$ cat src/rtl/scrambler_pkg.sv
// Shared PCS constants for the 64b/66b TX scrambler: block geometry,
// LFSR taps, the scrambled-idle test block and the mode encodings.
package scrambler_pkg;

    localparam int LEN_SCRAMBLER   = 58;
    localparam int LEN_CODED_BLOCK = 66;
    localparam int NB_SH           = 2;
    localparam int NB_PAYLOAD      = LEN_CODED_BLOCK - NB_SH;

    // Taps of x^58 + x^39 + 1 expressed on a state that shifts toward bit 0:
    // bit 19 holds the output from 39 bits ago, bit 0 the one from 58 bits ago.
    localparam int TAP_A = 19;
    localparam int TAP_B = 0;

    // Scrambled-idle test pattern: header 2'b10 followed by an idle payload.
    localparam logic [LEN_CODED_BLOCK-1:0] IDLE_BLOCK = 66'h21E00000000000000;

    // Mode encodings as seen on i_mode / o_mode; 2'b11 is reserved.
    typedef enum logic [1:0] {
        MODE_RUN       = 2'b00,
        MODE_BYPASS    = 2'b01,
        MODE_TEST_IDLE = 2'b10
    } mode_e;

    // Map a raw mode request onto a legal state; the reserved code runs.
    function automatic mode_e decode_mode(input logic [1:0] req);
        case (req)
            2'b01:   return MODE_BYPASS;
            2'b10:   return MODE_TEST_IDLE;
            default: return MODE_RUN;
        endcase
    endfunction

endpackage

$ cat src/rtl/scrambler_lfsr_step.sv
// Combinational chained step of the self-synchronous scrambler: applies the
// polynomial to a whole payload, MSB first, and returns the final state.
module scrambler_lfsr_step
    import scrambler_pkg::*;
#(
    parameter int LEN_STATE = LEN_SCRAMBLER,
    parameter int LEN_DATA  = NB_PAYLOAD
)(
    input  logic [LEN_STATE-1:0] i_state,
    input  logic [LEN_DATA-1:0]  i_payload,
    output logic [LEN_DATA-1:0]  o_payload,
    output logic [LEN_STATE-1:0] o_next_state
);

    logic [LEN_STATE-1:0] chain;
    logic                 fb;

    // Unrolled bit-serial scrambler; each scrambled bit is fed back into the state.
    always_comb begin
        chain     = i_state;
        fb        = 1'b0;
        o_payload = '0;
        for (int i = LEN_DATA - 1; i >= 0; i--) begin
            fb           = i_payload[i] ^ chain[TAP_A] ^ chain[TAP_B];
            o_payload[i] = fb;
            chain        = {fb, chain[LEN_STATE-1:1]};
        end
        o_next_state = chain;
    end

endmodule

$ cat src/rtl/scrambler.sv
// TX 64b/66b payload scrambler with bypass and scrambled-idle test mode.
// The sync header passes through untouched; output is registered (1 cycle).
module scrambler #(
    parameter int                           LEN_SCRAMBLER   = scrambler_pkg::LEN_SCRAMBLER,
    parameter int                           LEN_CODED_BLOCK = scrambler_pkg::LEN_CODED_BLOCK,
    parameter logic [LEN_SCRAMBLER-1:0]     SEED            = '0
)(
    input  logic                       i_clock,
    input  logic                       i_reset_n,
    input  logic                       i_enable,
    input  logic                       i_valid,
    input  logic [1:0]                 i_mode,
    input  logic [LEN_CODED_BLOCK-1:0] i_data,
    input  logic                       i_tag,
    output logic [LEN_CODED_BLOCK-1:0] o_data,
    output logic                       o_valid,
    output logic                       o_tag,
    output logic [1:0]                 o_mode
);

    import scrambler_pkg::*;

    localparam int LEN_PAYLOAD = LEN_CODED_BLOCK - NB_SH;

    mode_e                      mode_q;
    mode_e                      mode_d;
    logic [LEN_SCRAMBLER-1:0]   lfsr_q;
    logic [LEN_SCRAMBLER-1:0]   lfsr_d;
    logic [LEN_SCRAMBLER-1:0]   lfsr_next;
    logic [LEN_CODED_BLOCK-1:0] data_q;
    logic [LEN_CODED_BLOCK-1:0] data_d;
    logic                       valid_q;
    logic                       tag_q;
    logic                       tag_d;
    logic [LEN_PAYLOAD-1:0]     step_in;
    logic [LEN_PAYLOAD-1:0]     step_out;
    logic [LEN_CODED_BLOCK-1:0] idle_block;
    logic                       update;

    assign update     = i_enable & i_valid;
    assign mode_d     = decode_mode(i_mode);
    assign idle_block = IDLE_BLOCK;

    // The request applies to the block it arrives with, so the scrambler input
    // is selected from the requested mode rather than the registered one.
    assign step_in = (mode_d == MODE_TEST_IDLE) ? idle_block[LEN_PAYLOAD-1:0]
                                                : i_data[LEN_PAYLOAD-1:0];

    scrambler_lfsr_step #(
        .LEN_STATE (LEN_SCRAMBLER),
        .LEN_DATA  (LEN_PAYLOAD)
    ) u_step (
        .i_state      (lfsr_q),
        .i_payload    (step_in),
        .o_payload    (step_out),
        .o_next_state (lfsr_next)
    );

    // Mode mux: choose output block, tag and next LFSR state for this block.
    always_comb begin
        data_d = {i_data[LEN_CODED_BLOCK-1 -: NB_SH], step_out};
        lfsr_d = lfsr_next;
        tag_d  = i_tag;
        case (mode_d)
            MODE_BYPASS: begin
                data_d = i_data;
                lfsr_d = lfsr_q;
            end
            MODE_TEST_IDLE: begin
                data_d = {idle_block[LEN_CODED_BLOCK-1 -: NB_SH], step_out};
                tag_d  = 1'b0;
            end
            default: begin
            end
        endcase
    end

    // Mode FSM: the state follows the request, but only on a block update.
    always_ff @(posedge i_clock or negedge i_reset_n) begin
        if (!i_reset_n) begin
            mode_q <= MODE_RUN;
        end else if (update) begin
            mode_q <= mode_d;
        end
    end

    // Pipeline stage: a valid block loads everything, a bubble only drops valid.
    always_ff @(posedge i_clock or negedge i_reset_n) begin
        if (!i_reset_n) begin
            lfsr_q  <= SEED;
            data_q  <= '0;
            valid_q <= 1'b0;
            tag_q   <= 1'b0;
        end else if (i_enable) begin
            valid_q <= i_valid;
            if (i_valid) begin
                lfsr_q <= lfsr_d;
                data_q <= data_d;
                tag_q  <= tag_d;
            end
        end
    end

    assign o_data  = data_q;
    assign o_valid = valid_q;
    assign o_tag   = tag_q;
    assign o_mode  = mode_q;

endmodule

$ cat config.mk
export PLATFORM = sky130hd
export DESIGN_NAME = scrambler
export DESIGN_NICKNAME = d
export VERILOG_FILES = /design/src/rtl/scrambler_pkg.sv /design/src/rtl/scrambler_lfsr_step.sv /design/src/rtl/scrambler.sv
export SDC_FILE = /design/constraint.sdc
export NUM_CORES = 1
export LEC_CHECK = 0
export CORE_MARGIN = 2
export CORE_UTILIZATION = 50
export CTS_CLUSTER_DIAMETER = 120
export DETAILED_ROUTE_END_ITERATION = 10
export PLACE_DENSITY = 0.77
export SLEW_MARGIN = 40
export SYNTH_ARGS = -nofsm -noshare
export SYNTH_HDL_FRONTEND = slang
export SYNTH_SLANG_ARGS = --single-unit
$ cat constraint.sdc
create_clock -name i_clock -period 2.9 [get_ports i_clock]
set_clock_uncertainty 0.1 [all_clocks]
set_input_delay 0.58 -clock i_clock [delete_from_list [all_inputs] [get_ports i_clock]]
set_output_delay 0.58 -clock i_clock [all_outputs]
set_load 0.005 [all_outputs]
Word level (Yosys, flattened, before mapping)
Index checks and enable logic that the tools add are counted.
{"block": "classes", "eq_ne": 4, "n_mux": 4, "bitwise": 130, "n_reduce_logical": 2}
{"operator": "$pmux W66 S2", "count": 1}
{"operator": "$xor A1 B1 Y1", "count": 128}
{"operator": "$mux W64", "count": 1}
{"operator": "$eq A2 B1 Y1 const B", "count": 2}
{"operator": "$eq A2 B2 Y1 const B", "count": 2}
{"operator": "$pmux W2 S2", "count": 1}
{"operator": "$reduce_and A3 Y1", "count": 1}
{"operator": "$reduce_and A2 Y1", "count": 1}
{"operator": "$and A1 B1 Y1", "count": 1}
{"operator": "$mux W1", "count": 1}
{"operator": "$not A1 Y1", "count": 1}
{"block": "word_totals", "reg_bits": 128, "in_bits": 73, "output_inout_bits": 70}

Logic depth before layout (Yosys ltp)
Gate-level depths: netlist of run 1.
{"block": "logic_depth", "word_depth": 9, "depth_mapped": 10, "depth_no_buf": 6}

Cells and area by module
Synthesis of run 1 repeated with hierarchy kept, for this count alone.
{"block": "hier_totals", "cells_unflattened": 772, "hier_area_um2": 8265.4}
{"module": "scrambler", "instances": 1, "cells_each": 591, "area_per_inst_um2": 6357.3}
{"module": "scrambler_lfsr_step", "instances": 1, "cells_each": 181, "area_per_inst_um2": 1908.1}

Worst setup path before layout of run 1
Ideal clock, no wire load.
{"block": "synth_timing", "path_kind": "input port to flip-flop", "start": "in i_mode[0]", "end": "reg lfsr_q[55]", "arrival_ns": 1.893, "required_time_ns": 2.674, "setup_slack_ns": 0.781, "cell_stages": 7, "n_path_buf": 2, "cell_sequence": "inv_1 > ha_1 > clkbuf_2 > buf_2 > or3_4 > and2_0 > a221o_1"}
{"block": "synth_between", "elab_chain_cells": 8, "elab_cells_between_ends": 14, "cone_classes": "4 x eq/ne; 2 x mux; 7 x bitwise; 1 x reduce/logical"}
{"element": "start: declaration", "line": "scrambler.sv:12", "text": "input logic [1:0] i_mode,"}
{"element": "$eq A2 B2 Y1 / $eq A2 B1 Y1 (equally long branches)", "line": "scrambler_pkg.sv:27", "text": "case (req)"}
{"element": "$pmux W2 S2 *", "line": "scrambler_pkg.sv:27"}
{"element": "named net mode_d[1]", "line": "scrambler.sv:26", "text": "mode_e mode_d;"}
{"element": "$eq A2 B2 Y1", "line": "scrambler.sv:46", "text": "assign step_in = (mode_d == MODE_TEST_IDLE) ? idle_block[LEN_PAYLOAD-1:0]"}
{"element": "$mux W64", "line": "scrambler.sv:46"}
{"element": "$xor A1 B1 Y1 (4 in series)", "line": "scrambler_lfsr_step.sv:24", "text": "fb = i_payload[i] ^ chain[TAP_A] ^ chain[TAP_B];"}
{"element": "end signal: assignment", "line": "scrambler.sv:97", "text": "lfsr_q <= lfsr_d;"}
{"element": "end: declaration", "line": "scrambler.sv:27", "text": "logic [LEN_SCRAMBLER-1:0] lfsr_q;"}
The timed path passes the listed nets; every way through them passes the cells marked *.
A chain may end at the register's enable or synchronous reset.

Worst setup path after layout of run 1
{"block": "layout_timing", "start": "in i_mode[0]", "end": "reg data_q[63], in the netlist o_data[63]"}
{"block": "layout_between", "elab_chain_cells": 7, "elab_cells_between_ends": 9, "cone_classes": "4 x eq/ne; 3 x mux; 2 x bitwise"}
{"element": "$eq A2 B2 Y1 / $eq A2 B1 Y1 (equally long branches)", "line": "scrambler_pkg.sv:27"}
{"element": "$pmux W2 S2 *", "line": "scrambler_pkg.sv:27"}
{"element": "named net mode_d[1]", "line": "scrambler.sv:26"}
{"element": "$eq A2 B2 Y1", "line": "scrambler.sv:46, scrambler.sv:64"}
{"element": "$mux W64", "line": "scrambler.sv:46"}
{"element": "$xor A1 B1 Y1 (2 in series)", "line": "scrambler_lfsr_step.sv:24"}
{"element": "$pmux W66 S2 *", "line": "scrambler.sv:64", "text": "case (mode_d)"}
{"element": "end signal: assignment", "line": "scrambler.sv:98", "text": "data_q <= data_d;"}
{"element": "end: declaration", "line": "scrambler.sv:30", "text": "logic [LEN_CODED_BLOCK-1:0] data_q;"}
Marks and branches as above.

==> run metrics, run 1 <==
clk_lat worst skew 420 ps; Final Wtd Congestion 0.898; most frequent cells in the layout clkdlybuf4s50_1 (141), dfrtp_1 (128), xnor2_1 (116), o21ai_0 (104), nand2_1 (103); Final Max Slew Viols 0; CTS tree done; post-synth top area share 42.7%; root buf cell clkbuf_16; final hold vios 0; final setup vio count 0; sequential area share after synthesis 42.7%; syn avg cell area 9.25 um2; IO Pins 143; drt wl/cell 18.6 um; CP startpoint kind input pin; max-cap viol count 0; Vias per Instance 5.81; crit end category flop; clock tree buffer depth 2; Final Core Density 67.4%; status completed; Post-CTS Setup Repair Bufs 0; post-synth net total 887; Mapped Area 7510 um2; Critical Path AT 2720 ps; Layout Cells excl Fill 1146; hold buffer count at cts 0; post-synth top area cell dfrtp_1; maximum VDD drop 561 uV; Die Ht 127 um; # resized after CTS 0; All-Layer GR Usage 27.1%; GRT overflow 0; design area 9840 um2; CP required 3100 ps; first-pass GRT wire length 33.8 mm; Row Count 44; Total Neg Setup Slack 0 ps; Area contributors post-synth dfrtp_1 (43%), xnor2_1 (14%), o21ai_0 (6.9%), nand2_1 (5.2%), xor2_1 (3.7%); DIE AREA 16000 um2; clock buffer count from CTS 17; routed wire length 21.3 mm; Unique masters post-synth 40; Synth-to-Final Area Change 31.1%; Critical Path Fanout Max 32; Die W 127 um; initial antenna violation count 0; worst slew pin tran 667 ps; Power Density 1110 nW/um2; largest net degree at the start of global routing 60; H-tree depth 4; Peak Freq 0.396 GHz; Synth warnings 0; Fill cells 1141; clk slew on worst S/H paths 50 ps; critical path class in2reg; Final ANT Viol Nets 0; Core Footprint 14600 um2; placed inst area 9240 um2; initial DRC count 655; # diodes 0; Rel. slew slack 55.6%; P_leak 4.06 nW; port bufs 142; Initial Util 51.5%; Period Utilization, post-route 87.1%; unrepaired setup endpoints after global routing no; drt pass-1 iters 5; Detail Placement HPWL 15.3 mm; DR vias 6656; vias in the first global route 6374; commonest non-fill, non-tap cell in the layout clkdlybuf4s50_1; fin crit period 2530 ps; number of remaining DRC errors 0; Register Area 3200 um2; clock sinks 128; Mapped Cells 812; placed insts 1115; Hold WC Path Type in2async; layout cell share with drive strength beyond 1 7.48%; multi-input logic area 4090 um2; Final nets 1025; FF+latch count, synth 128
-- final timing paths --
kind / startpoint / end / slack [ps] / depth (start not counted)
hold / removal: i_reset_n / lfsr_q[53] / 50 / 1
setup reg to reg: lfsr_q[41] / lfsr_q[55] / 940 / 4
min in group i_clock: o_data[40] / o_data[40] / 380 / 2
hold reg to reg: o_data[40] / o_data[40] / 380 / 2
setup / recovery: i_mode[0] / o_data[63] / 370 / 8
max in group asynchronous: i_reset_n / lfsr_q[46] / 1940 / 2
-- kinds of logic after synthesis --
group	after synthesis	share of synthesized area, %
muxes	24	3.22
AOI/OAI and AO/OA	213	18.2
xor gates and xnor gates	151	17.9
buffers and inverters	55	3.10
and+or+nand+nor	239	14.5
DFF	128	42.7
adders and majority gates	2	0.333
-- synth_stat cells, drive strengths merged --
cell,count
or3,6
nor3,9
ha,2
a221oi,29
buf,24
xor2,35
o211ai,5
nor2,62
a221o,3
and4b,3
a31oi,10
xnor2,116
nand3,4
a211oi,12
nand2b,27
o22ai,6
mux2i,23
inv,4
nor2b,11
a211o,3
clkbuf,27
mux2,1
a21o,6
or2,1
dfrtp,128
o21ai,107
nor4,6
nand2,104
a22oi,28
and2,5
nor3b,1
o21a,4
-- final cells by class --
type | instances | share of cell area (%)
Sequential cell | 128 | 32.6
Clock buffer | 26 | 5.28
Timing Repair Buffer | 170 | 17.3
Inverter | 4 | 0.153
Clock inverter | 5 | 0.763
Multi-Input combinational cell | 629 | 41.6
Tap cell | 184 | 2.34
-- flip-flops by register name, indices dropped and copies added (netlist names) --
name     cells
o_data      66
lfsr_q      58
o_mode       2
o_tag        1
o_valid      1
-- metrics by stage --
step / total power (W) / setup slack (ps) / hold slack, ps
2_1_floorplan: 0.00665 / 781 / 184
3_3_place_gp: 0.00861 / 36.7 / 361
3_5_place_dp: 0.00871 / -12.6 / 363
4_1_cts: 0.0109 / 413 / 62.7
5_1_grt: 0.0116 / 220 / 94.8
6_report: 0.0109 / 375 / 49.4
-- layer usage --
| layer | share of wire [%] | vias up | wire length, um | global-route usage [%] |
|---|---|---|---|---|
| met5 | 0 | - | 0 | 0 |
| met4 | 2.9 | 0 | 624 | 11.5 |
| met1 | 43 | 3221 | 9280 | 37.1 |
| li1 | - | 3106 | - | - |
| met3 | 7.2 | 46 | 1530 | 5.06 |
| met2 | 46 | 283 | 9910 | 42.6 |
-- power breakdown --
| part | internal [W] | total, W | switching (W) |
|---|---|---|---|
| clock | 0.00139 | 0.00217 | 0.000776 |
| combinational | 0.00274 | 0.00547 | 0.00272 |
| sequential | 0.00256 | 0.00329 | 0.000738 |
-- critical path, cell delays in order --
cell and delay [ps]:
clkdlybuf4s50_1 430, inv_1 70, ha_2 610, buf_4 340, nor2b_1 110, xor2_1 180, a221oi_1 310, nor2_1 80
Note: power is estimated with default switching activity, not from simulation.
==> run 2: changes to the inputs <==
--- a/config.mk
+++ b/config.mk
@@ -10,6 +10,7 @@
 export CTS_CLUSTER_DIAMETER = 120
 export DETAILED_ROUTE_END_ITERATION = 10
 export PLACE_DENSITY = 0.77
+export REMOVE_ABC_BUFFERS = 1
 export SLEW_MARGIN = 40
 export SYNTH_ARGS = -nofsm -noshare
 export SYNTH_HDL_FRONTEND = slang
==> run 2 against run 1 <==
Net effect: first-iteration DRC count decreased by 29%; register-to-register slack improved by 20 ps; die area is the same.
==> run metrics, run 2 (same netlist as run 1, synthesis figures left out) <==
max reg flops 66 (unchanged); Final Core Density 67.4% (about the same); most frequent cells in the layout clkdlybuf4s50_1 (141), dfrtp_1 (128), xnor2_1 (116), o21ai_0 (104), nand2_1 (103); status completed; clock buffer count from CTS 17 (unchanged); DR vias 6456 (-3.0%); All-Layer GR Usage 25.6% (-1.5 points); Final nets 1024 (-0.098%); multi-input logic area 4090 um2 (about the same); R2R setup slack 960 ps (+20 ps); root buf cell clkbuf_16; final setup vio count 0 (unchanged); Post-CTS Setup Repair Bufs 0 (unchanged); # diodes 0 (unchanged); clk slew on worst S/H paths 50 ps (about the same); Initial Util 51.5% (unchanged); initial antenna violation count 0 (unchanged); max-cap viol count 0 (unchanged); Synth-to-Final Area Change 31.1% (about the same); crit end category flop; P_leak 4.05 nW (-0.14%); Core Footprint 14600 um2 (unchanged); Die W 127 um (unchanged); clock sinks 128 (unchanged); layout cell share with drive strength beyond 1 7.48% (unchanged); worst r2r src lfsr_q[41]; unrepaired setup endpoints after global routing no; largest net degree at the start of global routing 79 (+32%); critical path class in2reg; worst reg-to-reg path cell count 4 (unchanged); Vias per Instance 5.63 (-3.0%); fin crit period 2390 ps (-131 ps); CP required 3090 ps (about the same); Critical Path AT 2580 ps (-140 ps); initial DRC count 468 (-29%); Final Wtd Congestion 0.877 (-2.3%); Fill cells 1166 (+2.2%); CTS tree done; Detail Placement HPWL 13.9 mm (-9.2%); Peak Freq 0.418 GHz (+5.5%); Row Count 44 (unchanged); Setup crit end o_data[38]; H-tree depth 4 (unchanged); CP Launch Point i_mode[0]; Die Ht 127 um (unchanged); maximum VDD drop 556 uV (-0.89%); Rel. slew slack 50.3% (-5.2 points); number of remaining DRC errors 0 (unchanged); # resized after CTS 0 (unchanged); drt wl/cell 17.4 um (-6.4%); worst slew pin tran 745 ps (+78.6 ps); reg2reg end lfsr_q[55]; Critical Path Fanout Max 20 (-38%); Final ANT Viol Nets 0 (unchanged); port bufs 142 (unchanged); commonest non-fill, non-tap cell in the layout clkdlybuf4s50_1; drt pass-1 iters 5 (unchanged); first-pass GRT wire length 32.6 mm (-3.7%); clock tree buffer depth 2 (unchanged); Power Density 1070 nW/um2 (-3.6%); Period Utilization, post-route 82.6% (-4.5 points); Final Max Slew Viols 0 (unchanged); GRT overflow 0 (unchanged); CP startpoint kind input pin; clk_lat worst skew 420 ps (about the same); final hold vios 0 (unchanged); DIE AREA 16000 um2 (unchanged); Register Area 3200 um2 (unchanged); routed wire length 20.0 mm (-6.4%); hold buffer count at cts 0 (unchanged); IO Pins 143 (unchanged); vias in the first global route 6285 (-1.4%); Total Neg Setup Slack 0 ps (unchanged); Hold WC Path Type in2async
[run 2: cell count changes in the layout (fill, tap and decap cells not counted), sizes merged]
cell | previous run | this run
buf | 29 | 28
clkinv | 3 | 4
bufinv | 2 | 1
clkbuf | 26 | 27
[run 2: through the flow]
stage / area, um2 / hold slack (ps) / setup WS, ps / cells / power [W]
after global routing: 9840 / 151 / 411 / 1146 / 0.0113
after detailed placement: 9270 / 366 / 120 / 1114 / 0.00843
after CTS: 9840 / 122 / 537 / 1146 / 0.0106
after floorplan: 7290 / 184 / -974 / 761 / 0.00663
final: 9840 / 99.0 / 506 / 1146 / 0.0105
after global placement: 9270 / 349 / 216 / 1114 / 0.00831
[run 2: area by class of cell]
| class | count | area share [%] |
|---|---|---|
| clock buffer | 27 | 5.32 |
| sequential | 128 | 32.6 |
| tap | 184 | 2.34 |
| inverter | 4 | 0.153 |
| timing repair buffer | 169 | 17.5 |
| clock inverter | 5 | 0.509 |
| multi-input combinational | 629 | 41.6 |
[run 2: power by group]
group	internal, W	total [W]	switching [W]	leakage (nW)
sequential	0.00256	0.00326	0.000699	1.58
clock	0.00131	0.00207	0.000763	0.287
combinational	0.00271	0.00521	0.00250	2.18
total	0.00658	0.0105	0.00396	4.05
[run 2: worst min path at each step]
stage                            end  slack (ps)
after floorplan            lfsr_q[0]         180
after global placement         o_tag         350
after detailed placement  o_data[65]         370
after CTS                 o_data[32]         120
after global routing      o_data[12]         150
final                     o_data[32]         100
[run 2: routing by layer]
metal / wire (um) / share of wire [%] / global-route usage (%) / up-vias
met5: 0 / 0 / 0 / -
met1: 8980 / 45 / 36.0 / 3110
met4: 249 / 1.2 / 8.66 / 0
met3: 1210 / 6.1 / 4.51 / 24
li1: - / - / - / 3101
met2: 9550 / 48 / 40.4 / 221
[run 2: worst max-delay path, stage by stage]
cell             delay (ps)
clkdlybuf4s50_1         430
inv_1                    70
ha_2                    490
buf_4                   320
nand2b_1                170
mux2i_1                  80
a221oi_1                290
o21ai_0                 130
==> run 3: changes to the inputs <==
--- a/config.mk
+++ b/config.mk
@@ -6,10 +6,10 @@
 export NUM_CORES = 1
 export LEC_CHECK = 0
 export CORE_MARGIN = 2
-export CORE_UTILIZATION = 50
+export CORE_UTILIZATION = 48
 export CTS_CLUSTER_DIAMETER = 120
 export DETAILED_ROUTE_END_ITERATION = 10
-export PLACE_DENSITY = 0.77
+export PLACE_DENSITY = 0.78
 export REMOVE_ABC_BUFFERS = 1
 export SLEW_MARGIN = 40
 export SYNTH_ARGS = -nofsm -noshare
==> constraint.sdc (replaced) <==
create_clock -name i_clock -period 2.1 [get_ports i_clock]
set_clock_uncertainty 0.1 [all_clocks]
set_input_delay 0.42 -clock i_clock [delete_from_list [all_inputs] [get_ports i_clock]]
set_output_delay 0.42 -clock i_clock [all_outputs]
set_load 0.005 [all_outputs]
==> run 3 against run 2 <==
Net effect: sequential cell count did not move; routed wire length grew 4.5%; register-to-register slack got worse by 750 ps; core utilization increased by 0.39 points; first-iteration DRC count up 30%; die area grew 4.0%; via count up 4.6%; global-route usage grew 0.28 points; non-clock buffer count rose by 58; clock-buffer cell count down 4; sequential share of layout area is 1.6 points lower; total power is 40% higher; critical endpoint is now o_data[4].
==> run metrics, run 3 (same netlist as run 1, synthesis figures left out) <==
worst r2r src lfsr_q[41]; Crit path largest cell delay 480 ps (about the same); vias in the first global route 6501 (+3.4%); port bufs 142 (unchanged); # diodes 0 (unchanged); Critical Path Fanout Max 14 (-30%); Core Footprint 15300 um2 (+4.6%); critical-path cell list clkdlybuf4s50_1 > inv_1 > ha_2 > buf_4 > nor2b_1 > xnor2_1 > nor4_1 > nor3_1; number of remaining DRC errors 0 (unchanged); DIE AREA 16700 um2 (+4.0%); Layout Cells excl Fill 1229 (+7.2%); final setup vio count 0 (unchanged); drt pass-1 iters 5 (unchanged); Top Layer Used met4; R2R setup slack 210 ps (-750 ps); reg2reg end lfsr_q[55]; Synth-to-Final Area Change 37.9%; critical path class in2reg; GRT overflow 0 (unchanged); commonest non-fill, non-tap cell in the layout clkdlybuf4s50_1; placed insts 1198 (+7.5%); H-tree depth 4 (unchanged); Power Density 1420 nW/um2 (+33%); first-pass GRT wire length 33.3 mm (+2.2%); Hold WC Path Type reg2reg; Final Max Slew Viols 0 (unchanged); hold-critical path depth 2; Final Wtd Congestion 0.847 (-3.4%); initial antenna violation count 0 (unchanged); Worst Slack Setup Final 96.1 ps (-410 ps); clk_lat worst skew 420 ps (about the same); buffer and inverter count on the worst path 3 (unchanged); Detail Placement HPWL 15.0 mm (+8.4%); Initial Util 49.2% (-2.3 points); DR vias 6750 (+4.6%); metal3 WL 1.20 mm (-0.91%); worst slew pin tran 542 ps (-203 ps); CTS tree done; All-Layer GR Usage 25.9% (+0.28 points); P_leak 4.34 nW (+7.1%); layout cell share with drive strength beyond 1 12.9% (+5.4 points); drt wl/cell 17.0 um (-2.5%); Vias per Instance 5.49 (-2.5%); clock tree buffer depth 2 (unchanged); Critical Path AT 2210 ps (-370 ps); Die W 129 um (+2.0%); clk slew on worst S/H paths 50 ps (about the same); largest net degree at the start of global routing 52 (-34%); CP required 2300 ps (-790 ps); Period Utilization, post-route 95.4%; Die Ht 129 um (+2.0%); root buf cell clkbuf_16; routed wl met2 9.58 mm (+0.31%); maximum VDD drop 733 uV (+32%); CP delay by family, top buffers and inverters; Post-Place Worst Slack -343 ps (-463 ps); initial DRC count 607 (+30%); status completed; Rel. slew slack 63.6% (+13 points); Row Count 45 (+2.3%); clock buffer count from CTS 17 (unchanged); hold path startpoint o_data[65]; most frequent cells in the layout clkdlybuf4s50_1 (141), dfrtp_1 (128), xnor2_1 (116), o21ai_0 (104), nand2_1 (103); max-cap viol count 0 (unchanged); CP startpoint kind input pin; final hold vios 0 (unchanged); crit end category flop; IO Pins 143 (unchanged); Final nets 1082 (+5.7%); M1 wire length 9.69 mm (+7.9%); worst reg-to-reg path cell count 4 (unchanged); Post-CTS Setup Repair Bufs 0 (unchanged); max reg flops 66 (unchanged); hold path endpoint o_data[65]; Peak Freq 0.499 GHz; clock sinks 128 (unchanged); Final ANT Viol Nets 0 (unchanged); Slowest cell on crit path clkdlybuf4s50_1; Fin Hold WS 363 ps (+264 ps); routed wire length 20.9 mm (+4.5%); fin crit period 2000 ps
[run 3: changes by cell type in the layout (fill, tap and decap cells not counted), moves of 2 or more]
| cell | previous run | this run |
|---|---|---|
| clkinv_2 | 4 | 6 |
| clkbuf_1 | 4 | 2 |
| clkbuf_8 | 6 | 4 |
| buf_4 | 19 | 72 |
| buf_12 | 8 | 12 |
[run 3: worst reg2reg max path: stages, from the launching register on]
cell and delay [ps]:
dfrtp_1 410, xnor2_1 450, o21ai_0 300, and2_0 230, a221o_1 280
[run 3: worst max-delay path by stage]
stage | endpoint | from | depth (start not counted)
global placement | o_data[60] | i_mode[0] | 7
finish | o_data[4] | i_mode[0] | 8
floorplan | lfsr_q[55] | i_enable | 3
detailed placement | lfsr_q[53] | i_mode[0] | 8
global route | o_data[4] | i_mode[0] | 8
CTS | lfsr_q[53] | i_mode[0] | 8
[run 3: routing by layer]
layer  GRT usage [%]  up-vias
li1                -     3218
met1            36.4     3244
met2            40.3      243
met3            5.16       45
met4            8.95        0
met5               0        -
[run 3: timing repair]
item | in CTS | in global routing
gates resized for setup | 0 | 2
hold buffers | 1 | 0
setup endpoints to repair | 0 | 2
endpoints found under the hold margin | 46 | 0
[run 3: cell type report]
class	instances	area, um2
Timing Repair Buffer	227	2210
Clock inverter	7	60.1
Multi-Input combinational cell	629	4110
Clock buffer	23	488
Sequential cell	128	3200
Tap cell	211	264
Inverter	4	15.0
Fill cell	1181	4910
[run 3: where the power goes]
part,switching (W),internal [W]
combinational,0.00354,0.00392
sequential,0.000964,0.00353
clock,0.00106,0.00172
[run 3: metrics by stage]
step | power [W] | TNS (ps) | utilization (%) | area (um2)
detailed placement | 0.0119 | -21710 | 64.1 | 9780
CTS | 0.0147 | 0 | 67.7 | 10300
global placement | 0.0117 | -17070 | 64.1 | 9780
finish | 0.0147 | 0 | 67.8 | 10300
floorplan | 0.00916 | -165910 | - | 7290
global route | 0.0157 | -2.80 | 67.8 | 10300
